===== config.mk =====
export PLATFORM = sky130hd
export DESIGN_NAME = uart_rx_fifo_flat
export DESIGN_NICKNAME = d
export VERILOG_FILES = /design/src/rtl/uart_pkg.sv /design/src/rtl/uart_rx_fifo_if.sv /design/src/rtl/fifo_mem.sv /design/src/rtl/uart_rx_fifo.sv /design/src/flat_wrapper.sv
export SDC_FILE = /design/constraint.sdc
export NUM_CORES = 1
export LEC_CHECK = 0
export ABC_CLOCK_PERIOD_IN_PS = 4300
export CELL_PAD_IN_SITES_DETAIL_PLACEMENT = 0
export CELL_PAD_IN_SITES_GLOBAL_PLACEMENT = 1
export CORE_MARGIN = 2
export CORE_UTILIZATION = 56
export DETAILED_ROUTE_END_ITERATION = 10
export PLACE_DENSITY = 0.94
export REMOVE_ABC_BUFFERS = 1
export SYNTH_ARGS = -nofsm -noshare
export SYNTH_HDL_FRONTEND = slang
export SYNTH_SLANG_ARGS = --single-unit

===== constraint.sdc =====
create_clock -name clk -period 4.3 [get_ports clk]
set_input_delay 0.43 -clock clk [delete_from_list [all_inputs] [get_ports clk]]
set_output_delay 0.43 -clock clk [all_outputs]
set_load 0.03 [all_outputs]

===== src/rtl/uart_pkg.sv =====
// Shared definitions for the UART receive path: capture FSM encoding, default
// FIFO depth and the bit positions of the receive status word on io_din.
package uart_pkg;

  localparam logic [0:0] ST_IDLE = 1'b0;
  localparam logic [0:0] ST_ACK  = 1'b1;

  localparam int unsigned DEFAULT_DEPTH_LOG2 = 4;

  localparam int unsigned STAT_NOT_EMPTY   = 0;
  localparam int unsigned STAT_FULL        = 1;
  localparam int unsigned STAT_OVERFLOW    = 2;
  localparam int unsigned STAT_ALMOST_FULL = 3;

  // Packs the receive status flags for the I/O read mux.
  function automatic logic [3:0] rx_status(input logic not_empty, input logic full,
                                           input logic overflow, input logic almost_full);
    logic [3:0] s;
    s = '0;
    s[STAT_NOT_EMPTY]   = not_empty;
    s[STAT_FULL]        = full;
    s[STAT_OVERFLOW]    = overflow;
    s[STAT_ALMOST_FULL] = almost_full;
    return s;
  endfunction

endpackage


===== src/rtl/uart_rx_fifo_if.sv =====
// UART-side handshake plus CPU-side pop/status bundle for uart_rx_fifo.
// almost_full exists only when UART_RX_FIFO_WATERMARK_EN is defined.
interface uart_rx_fifo_if
  import uart_pkg::*;
#(
  parameter int unsigned DEPTH_LOG2 = DEFAULT_DEPTH_LOG2,
  parameter int unsigned WIDTH      = 8
);
  logic                  rx_valid;
  logic [WIDTH-1:0]      rx_data;
  logic                  rx_rd;
  logic                  pop;
  logic [WIDTH-1:0]      dout;
  logic                  not_empty;
  logic                  full;
  logic [DEPTH_LOG2:0]   count;
  logic                  overflow;
  logic                  clr_ovf;
`ifdef UART_RX_FIFO_WATERMARK_EN
  logic                  almost_full;
`endif

  modport master (
    output rx_valid, rx_data, pop, clr_ovf,
    input  rx_rd, dout, not_empty, full, count, overflow
`ifdef UART_RX_FIFO_WATERMARK_EN
    , input almost_full
`endif
  );

  modport slave (
    input  rx_valid, rx_data, pop, clr_ovf,
    output rx_rd, dout, not_empty, full, count, overflow
`ifdef UART_RX_FIFO_WATERMARK_EN
    , output almost_full
`endif
  );

endinterface


===== src/rtl/fifo_mem.sv =====
// Register-array storage: one synchronous write port, one asynchronous read port.
// Contents are deliberately not reset.
module fifo_mem #(
  parameter int unsigned DEPTH_LOG2 = 4,
  parameter int unsigned WIDTH      = 8
) (
  input  logic                  clk,
  input  logic                  we,
  input  logic [DEPTH_LOG2-1:0] waddr,
  input  logic [WIDTH-1:0]      wdata,
  input  logic [DEPTH_LOG2-1:0] raddr,
  output logic [WIDTH-1:0]      rdata
);

  logic [WIDTH-1:0] mem [2**DEPTH_LOG2];

  always_ff @(posedge clk) begin
    if (we) mem[waddr] <= wdata;
  end

  assign rdata = mem[raddr];

endmodule


===== src/rtl/uart_rx_fifo.sv =====
// Receive buffer between buart and the J1 I/O read path: acknowledges each UART
// byte with a one-cycle rx_rd pulse and queues it. Option: UART_RX_FIFO_WATERMARK_EN.
module uart_rx_fifo
  import uart_pkg::*;
#(
  parameter int unsigned DEPTH_LOG2 = DEFAULT_DEPTH_LOG2,
  parameter int unsigned WIDTH      = 8
`ifdef UART_RX_FIFO_WATERMARK_EN
  , parameter int unsigned WATERMARK = 12
`endif
) (
  input  logic           clk,
  input  logic           reset,
  uart_rx_fifo_if.slave  bus
);

  localparam logic [DEPTH_LOG2:0]   CNT_ONE  = {{DEPTH_LOG2{1'b0}}, 1'b1};
  localparam logic [DEPTH_LOG2:0]   CNT_FULL = {1'b1, {DEPTH_LOG2{1'b0}}};
  localparam logic [DEPTH_LOG2-1:0] PTR_ONE  = {{(DEPTH_LOG2-1){1'b0}}, 1'b1};

  logic [0:0]            state_q;
  logic [DEPTH_LOG2-1:0] wr_ptr_q;
  logic [DEPTH_LOG2-1:0] rd_ptr_q;
  logic [DEPTH_LOG2:0]   count_q;
  logic [DEPTH_LOG2:0]   count_nxt;
  logic                  rx_rd_q;
  logic                  ovf_q;
  logic                  full_w;
  logic                  not_empty_w;
  logic                  capture;
  logic                  do_push;
  logic                  do_pop;
  logic                  drop;
  logic [WIDTH-1:0]      rdata;

  assign full_w      = (count_q == CNT_FULL);
  assign not_empty_w = (count_q != '0);

  // A pop on a full FIFO frees the slot the simultaneous push needs.
  assign capture = (state_q == ST_IDLE) && bus.rx_valid;
  assign do_pop  = bus.pop && not_empty_w;
  assign do_push = capture && (!full_w || do_pop);
  assign drop    = capture && full_w && !do_pop;

  always_comb begin
    count_nxt = count_q;
    if (do_push && !do_pop)      count_nxt = count_q + CNT_ONE;
    else if (!do_push && do_pop) count_nxt = count_q - CNT_ONE;
  end

  always_ff @(posedge clk or posedge reset) begin
    if (reset) begin
      state_q  <= ST_IDLE;
      wr_ptr_q <= '0;
      rd_ptr_q <= '0;
      count_q  <= '0;
      rx_rd_q  <= 1'b0;
      ovf_q    <= 1'b0;
    end else begin
      rx_rd_q <= capture;
      case (state_q)
        ST_IDLE: if (bus.rx_valid) state_q <= ST_ACK;
        default: if (!bus.rx_valid) state_q <= ST_IDLE;
      endcase
      if (do_push) wr_ptr_q <= wr_ptr_q + PTR_ONE;
      if (do_pop)  rd_ptr_q <= rd_ptr_q + PTR_ONE;
      count_q <= count_nxt;
      if (drop)             ovf_q <= 1'b1;
      else if (bus.clr_ovf) ovf_q <= 1'b0;
    end
  end

`ifdef UART_RX_FIFO_WATERMARK_EN
  localparam logic [DEPTH_LOG2:0] WM = WATERMARK[DEPTH_LOG2:0];
  logic af_q;

  always_ff @(posedge clk or posedge reset) begin
    if (reset) af_q <= 1'b0;
    else       af_q <= (count_nxt >= WM);
  end

  assign bus.almost_full = af_q;
`endif

  fifo_mem #(
    .DEPTH_LOG2 (DEPTH_LOG2),
    .WIDTH      (WIDTH)
  ) u_mem (
    .clk   (clk),
    .we    (do_push),
    .waddr (wr_ptr_q),
    .wdata (bus.rx_data),
    .raddr (rd_ptr_q),
    .rdata (rdata)
  );

  assign bus.rx_rd     = rx_rd_q;
  assign bus.count     = count_q;
  assign bus.full      = full_w;
  assign bus.not_empty = not_empty_w;
  assign bus.overflow  = ovf_q;
  assign bus.dout      = not_empty_w ? rdata : '0;

endmodule


===== src/flat_wrapper.sv =====
// flat-port wrapper written by rule: the top's interface ports become plain ports
module uart_rx_fifo_flat import uart_pkg::*;
#(
  parameter int unsigned DEPTH_LOG2 = DEFAULT_DEPTH_LOG2,
  parameter int unsigned WIDTH      = 8

)
  (clk, reset, bus_rx_valid, bus_rx_data, bus_pop, bus_clr_ovf, bus_rx_rd, bus_dout, bus_not_empty, bus_full, bus_count, bus_overflow);
  uart_rx_fifo_if #(.DEPTH_LOG2(DEPTH_LOG2), .WIDTH(WIDTH)) bus_i ();
  input  logic clk;
  input  logic reset;
  input wire logic [$bits(bus_i.rx_valid)-1:0] bus_rx_valid;
  input wire logic [$bits(bus_i.rx_data)-1:0] bus_rx_data;
  input wire logic [$bits(bus_i.pop)-1:0] bus_pop;
  input wire logic [$bits(bus_i.clr_ovf)-1:0] bus_clr_ovf;
  output wire logic [$bits(bus_i.rx_rd)-1:0] bus_rx_rd;
  output wire logic [$bits(bus_i.dout)-1:0] bus_dout;
  output wire logic [$bits(bus_i.not_empty)-1:0] bus_not_empty;
  output wire logic [$bits(bus_i.full)-1:0] bus_full;
  output wire logic [$bits(bus_i.count)-1:0] bus_count;
  output wire logic [$bits(bus_i.overflow)-1:0] bus_overflow;
  assign bus_i.rx_valid = bus_rx_valid;
  assign bus_i.rx_data = bus_rx_data;
  assign bus_i.pop = bus_pop;
  assign bus_i.clr_ovf = bus_clr_ovf;
  assign bus_rx_rd = bus_i.rx_rd;
  assign bus_dout = bus_i.dout;
  assign bus_not_empty = bus_i.not_empty;
  assign bus_full = bus_i.full;
  assign bus_count = bus_i.count;
  assign bus_overflow = bus_i.overflow;
  uart_rx_fifo #(.DEPTH_LOG2(DEPTH_LOG2), .WIDTH(WIDTH)) u_core (.clk(clk), .reset(reset), .bus(bus_i));
endmodule

* Word-level counts from Yosys, hierarchy flattened
Memories as Yosys holds them, arrays and structs flattened.
Cells that the tools add are included.
** Storage, ports and cells
- Flip-flop bits (word level) :: 16
- Memory bits (writable) :: 128
- Memories kept :: 1
** Operators by class
- Add/sub/neg operators :: 4
- Equal/unequal tests :: 1
- Multiplexer cells :: 8
- Bitwise gates (word level) :: 1
- Reduce and logical (&&, ||, !) cells :: 14
** Memories
- u_core.u_mem.mem :: words 16, bits a word 8, rd ports 1, clocked after memory_dff 0, write ports 1, line fifo_mem.sv:15 : logic [WIDTH-1:0] mem [2**DEPTH_LOG2];
** Operator list (number)
- 5-bit two-way mux :: 2
- 4-bit by 1-bit adder with 4-bit output (second input constant) :: 2
- 8-bit two-way mux :: 1
- 1-bit logical AND :: 7
- 5-bit by 1-bit adder with 5-bit output (second input constant) :: 1
- 5-bit == test (second input constant) :: 1
- 1-bit two-way mux :: 5
- 5-bit nonzero test :: 1
- 5-bit by 1-bit subtractor with 5-bit output (second input constant) :: 1
- 2-bit nonzero test :: 2
- 1-bit logical NOT :: 3
- 1-bit logical OR :: 1
- 1-bit NOT :: 1

* Logic depth before layout (Yosys ltp)
- Word-level depth :: 8
- Mapped depth :: 10
- Gate-level depth less buffers :: 10

* Hierarchy
From an unflattened synthesis, not the netlist that was laid out.
** Second synthesis, totals
- Cells, all modules :: 294
- Area, all modules :: 5851.9 µm²
** Modules (own cells, without submodules)
- fifo_mem :: instances 1, cells an instance 221, area an instance 4987.3 µm², seq. area each 3843.7 µm²
- uart_rx_fifo :: instances 1, cells an instance 73, area an instance 864.6 µm², seq. area each 400.4 µm²

* Least setup slack after synthesis
No wires, ideal clock.
- Path type :: reg2reg
- Start :: register u_core.count_q[0] (netlist: u_core.bus.count[0])
- End :: register u_core.count_q[4] (netlist: u_core.bus.count[4])
- Library setup time :: 0.146 ns
- Arrival time :: 2.455 ns
- Setup slack :: 1.699 ns
- Stages on the path, launching flop included :: 11
- Buffers on the path :: 0
- Period minus slack after synthesis :: 2.601 ns
- Path through :: dfrtp_1 -> nor4_2 -> nand2_1 -> nand2_1 -> ha_1 -> inv_1 -> ha_1 -> nor2b_1 -> o21a_1 -> o211ai_1 -> o311ai_0
** On the way
- Word-level cells in the longest chain between the ends :: 7
- Elaborated cells between the ends (all ways) :: 15
- Classes of those cells :: 2 x add/sub; 1 x eq/ne; 2 x mux; 10 x reduce/logical
** RTL lines
- from (decl) :: line uart_rx_fifo.sv:24 : logic [DEPTH_LOG2:0] count_q;
- from (signal assigned) :: line uart_rx_fifo.sv:67 : count_q <= count_nxt;
- parallel branches: the longest is 7 deep, another holds 5-bit by 1-bit subtractor with 5-bit output
Parallel ways; which one is timed is not known. The select of a mux whose other input is x is not followed.
A chain may end at the register's enable or synchronous reset.

* Final worst setup path
- Start :: register u_core.rd_ptr_q[0]
- End :: output port bus_dout[2]
** On the way
- Word-level cells in the longest chain between the ends :: 2
** RTL lines
- from (decl) :: line uart_rx_fifo.sv:23 : logic [DEPTH_LOG2-1:0] rd_ptr_q;
- from (signal assigned) :: line uart_rx_fifo.sv:66 : if (do_pop) rd_ptr_q <= rd_ptr_q + PTR_ONE;
- memory 16 x 8 bit
- 8-bit two-way mux :: line uart_rx_fifo.sv:102 : assign bus.dout = not_empty_w ? rdata : '0;
- to (decl) :: line flat_wrapper.sv:17 : output wire logic [$bits(bus_i.dout)-1:0] bus_dout;
No other way between the ends.

==> results.json <==
{
  "antenna_found_initial": 0,
  "crit_path_start": "u_core.rd_ptr_q[0]",
  "cts.htree.levels": 4,
  "avgViaCountPerCell": 5.94,
  "path_delay_family": "multiplexers",
  "overflow": 0,
  "p_leak_nw": 2.39,
  "globalplace.congestion": 0.798,
  "timing.rr.end": "u_core.bus.count[4]",
  "drv_slew": 0,
  "drtAntennaViolNets": 0,
  "num_vias": 2941,
  "yosys_most_used_dff": "edfxtp_1",
  "worstPathArrival_ps": 3240,
  "status": "complete, no violations",
  "mostFrequentLayoutCells": "128 x edfxtp_1, 29 x clkdlybuf4s50_1, 17 x mux4_1",
  "path_buf_inv": 1,
  "async_reset_ff_share_pct": 11.1,
  "drtIter0Drc": 373,
  "critPathMaxFanout": 29,
  "firstDrtPassIters": 5,
  "path_class": "reg -> out",
  "area_growth_pct": 16.4,
  "die_x_um": 107,
  "maxSlewHeadroom_pct": 27.9,
  "synth_edf_count": 128,
  "hp-class": "in -> async",
  "ys_ff_latch": 144,
  "required_ps": 3870,
  "path_clk_slew_ps": 60,
  "fin_tns_setup_ps": 0,
  "cts_tree": "yes",
  "drc_errors": 0,
  "multi_input_area_um2": 1560,
  "fill_cells": 652,
  "cts_made_buffers": 17,
  "finalCritPeriodShare_pct": 85.4,
  "tightest_slew_ps": 1080,
  "finalNonFillerCells": 495,
  "setup_violations": 0,
  "register_area_um2": 4250,
  "met3_usage_pct": 6.08,
  "synthesis.area_um2": 5950,
  "cts_num_sinks": 144,
  "portBuffers": 29,
  "hpwlAfterDp_mm": 7.05,
  "grt_usage_pct": 21.2,
  "final_common_cell": "edfxtp_1",
  "routedWlPerCell_um": 22.4,
  "cts_setup_buffers": 0,
  "r2r_cells": 10,
  "cp-endpoint": "bus_dout[2]",
  "pin_count": 30,
  "start_util_pct": 57.6,
  "synth-seq-area-share_pct": 71.4,
  "max-cap-violations": 0,
  "dp_cells": 463,
  "yosys_warnings": 0,
  "slowest_delay_ps": 930,
  "path_cells": "mux4_1 -> mux2_2 -> o21ai_1 -> a21oi_1 -> clkdlybuf4s50_1",
  "grt_max_degree": 30,
  "diodes": 0,
  "fin_skew_ps": 5.97,
  "grtUsageMet2_pct": 35.1,
  "fp.coreArea_um2": 10300,
  "r2r-start": "u_core.bus.count[0]",
  "clockBufferDepth": 2,
  "start_kind": "flop",
  "cts_resized": 0,
  "ctsHoldBuffers": 0,
  "power_density_nw_per_um2": 681,
  "grt_pass1_vias": 3033,
  "grt.busiest_layer": "met2",
  "die_y_um": 107,
  "drive_gt1_share_pct": 17.0,
  "grt_pass1_wl_mm": 17.1,
  "rows": 37,
  "worstSkewPairLatency_ps": 520,
  "ys_types": 38,
  "final_hold_viol_count": 0,
  "rsz0062_at_grt": "no",
  "ir_drop_mv": 0.471,
  "end_kind": "output port",
  "synthCells": 307,
  "fmax_mhz": 272,
  "avgSynthCellArea_um2": 19.4,
  "path_depth": 5,
  "cts-root-buf": "clkbuf_8",
  "ff2ff_setup_slack_ps": 1120,
  "grtUsageMet1_pct": 27.0,
  "die_area_um2": 11500,
  "slowest_stage": "dfrtp_2",
  "min_period_ps": 3670,
  "drt-total-wl_mm": 11.1,
  "final_nets": 369
}
-- metal layers --
metal,up-vias,wire length [µm]
li1,1310,-
met1,1493,4350
met2,125,5750
met3,13,835
met4,0,160
met5,-,0
-- power by group --
part / switching, mW / total [mW] / internal, mW / leakage, nW
registers: 0.267 / 1.92 / 1.65 / 1.35
clock network: 0.522 / 1.39 / 0.870 / 0.282
logic: 0.684 / 1.40 / 0.716 / 0.764
total: 1.47 / 4.71 / 3.24 / 2.39
-- sequential cells by signal (all words and copies together) (netlist names) --
signal / flops
u_core.rd_ptr_q: 4
u_core.wr_ptr_q: 4
u_core.bus.overflow: 1
u_core.bus.rx_rd: 1
u_core.bus.count: 5
u_core.state_q: 1
u_core.u_mem.mem: 128
-- worst min path at each step --
stage | start | to | slack [ps] | cells after the start
final | reset | u_core.bus.count[0] | 290 | 2
after global routing | reset | u_core.bus.count[0] | 350 | 2
after CTS | reset | u_core.bus.count[0] | 300 | 2
after detailed placement | u_core.bus.overflow | u_core.bus.overflow | 500 | 1
after global placement | u_core.bus.overflow | u_core.bus.overflow | 480 | 1
after floorplan | reset | u_core.bus.count[0] | 340 | 1
-- synthesized netlist by cell type, types with 7 or more instances --
cell | count | share of area, %
a21oi_1 | 10 | 0.84
dfrtp_1 | 16 | 6.7
edfxtp_1 | 128 | 65
ha_1 | 9 | 1.9
inv_1 | 10 | 0.63
mux2_2 | 9 | 1.7
mux2i_1 | 9 | 1.5
mux4_1 | 17 | 7.5
mux4_2 | 15 | 5.7
nand2_1 | 10 | 0.63
nor2_1 | 13 | 0.82
o21ai_1 | 8 | 0.67
xnor2_1 | 7 | 1.0
-- logic make-up (layout without fill, tap and decap cells) --
kind of cell             Yosys count  in the layout  share of synthesized area (%)
AO/OA/AOI/OAI                     29             29                           3.16
XOR/XNOR                           9              9                           1.33
adder cells (fa/ha/maj)           10             10                           2.23
buffers and inverters             26             78                           2.40
flip-flops                       144            144                           71.4
multiplexers                      50             50                           16.4
AND/OR/NAND/NOR                   39             39                           3.11
-- metrics by stage --
stage	power [mW]	instance area (µm²)	hold WS, ps	utilization [%]	setup WS, ps
3_3_place_gp	3.30	6360	484	61.6	1180
5_1_grt	4.93	6920	351	67.0	441
3_5_place_dp	3.35	6360	499	61.6	1130
4_1_cts	4.76	6920	297	67.0	554
2_1_floorplan	2.82	5840	344	-	1300
6_report	4.71	6920	295	67.0	630
-- cell type report --
cell class	count	share of cell area [%]
Inverter	10	0.542
Clock buffer	18	6.04
Multi-Input combinational cell	137	22.5
Timing Repair Buffer	36	4.95
Tap cell	136	2.46
Clock inverter	14	2.13
Sequential cell	144	61.3
Note: power is estimated with default switching activity, not from simulation.
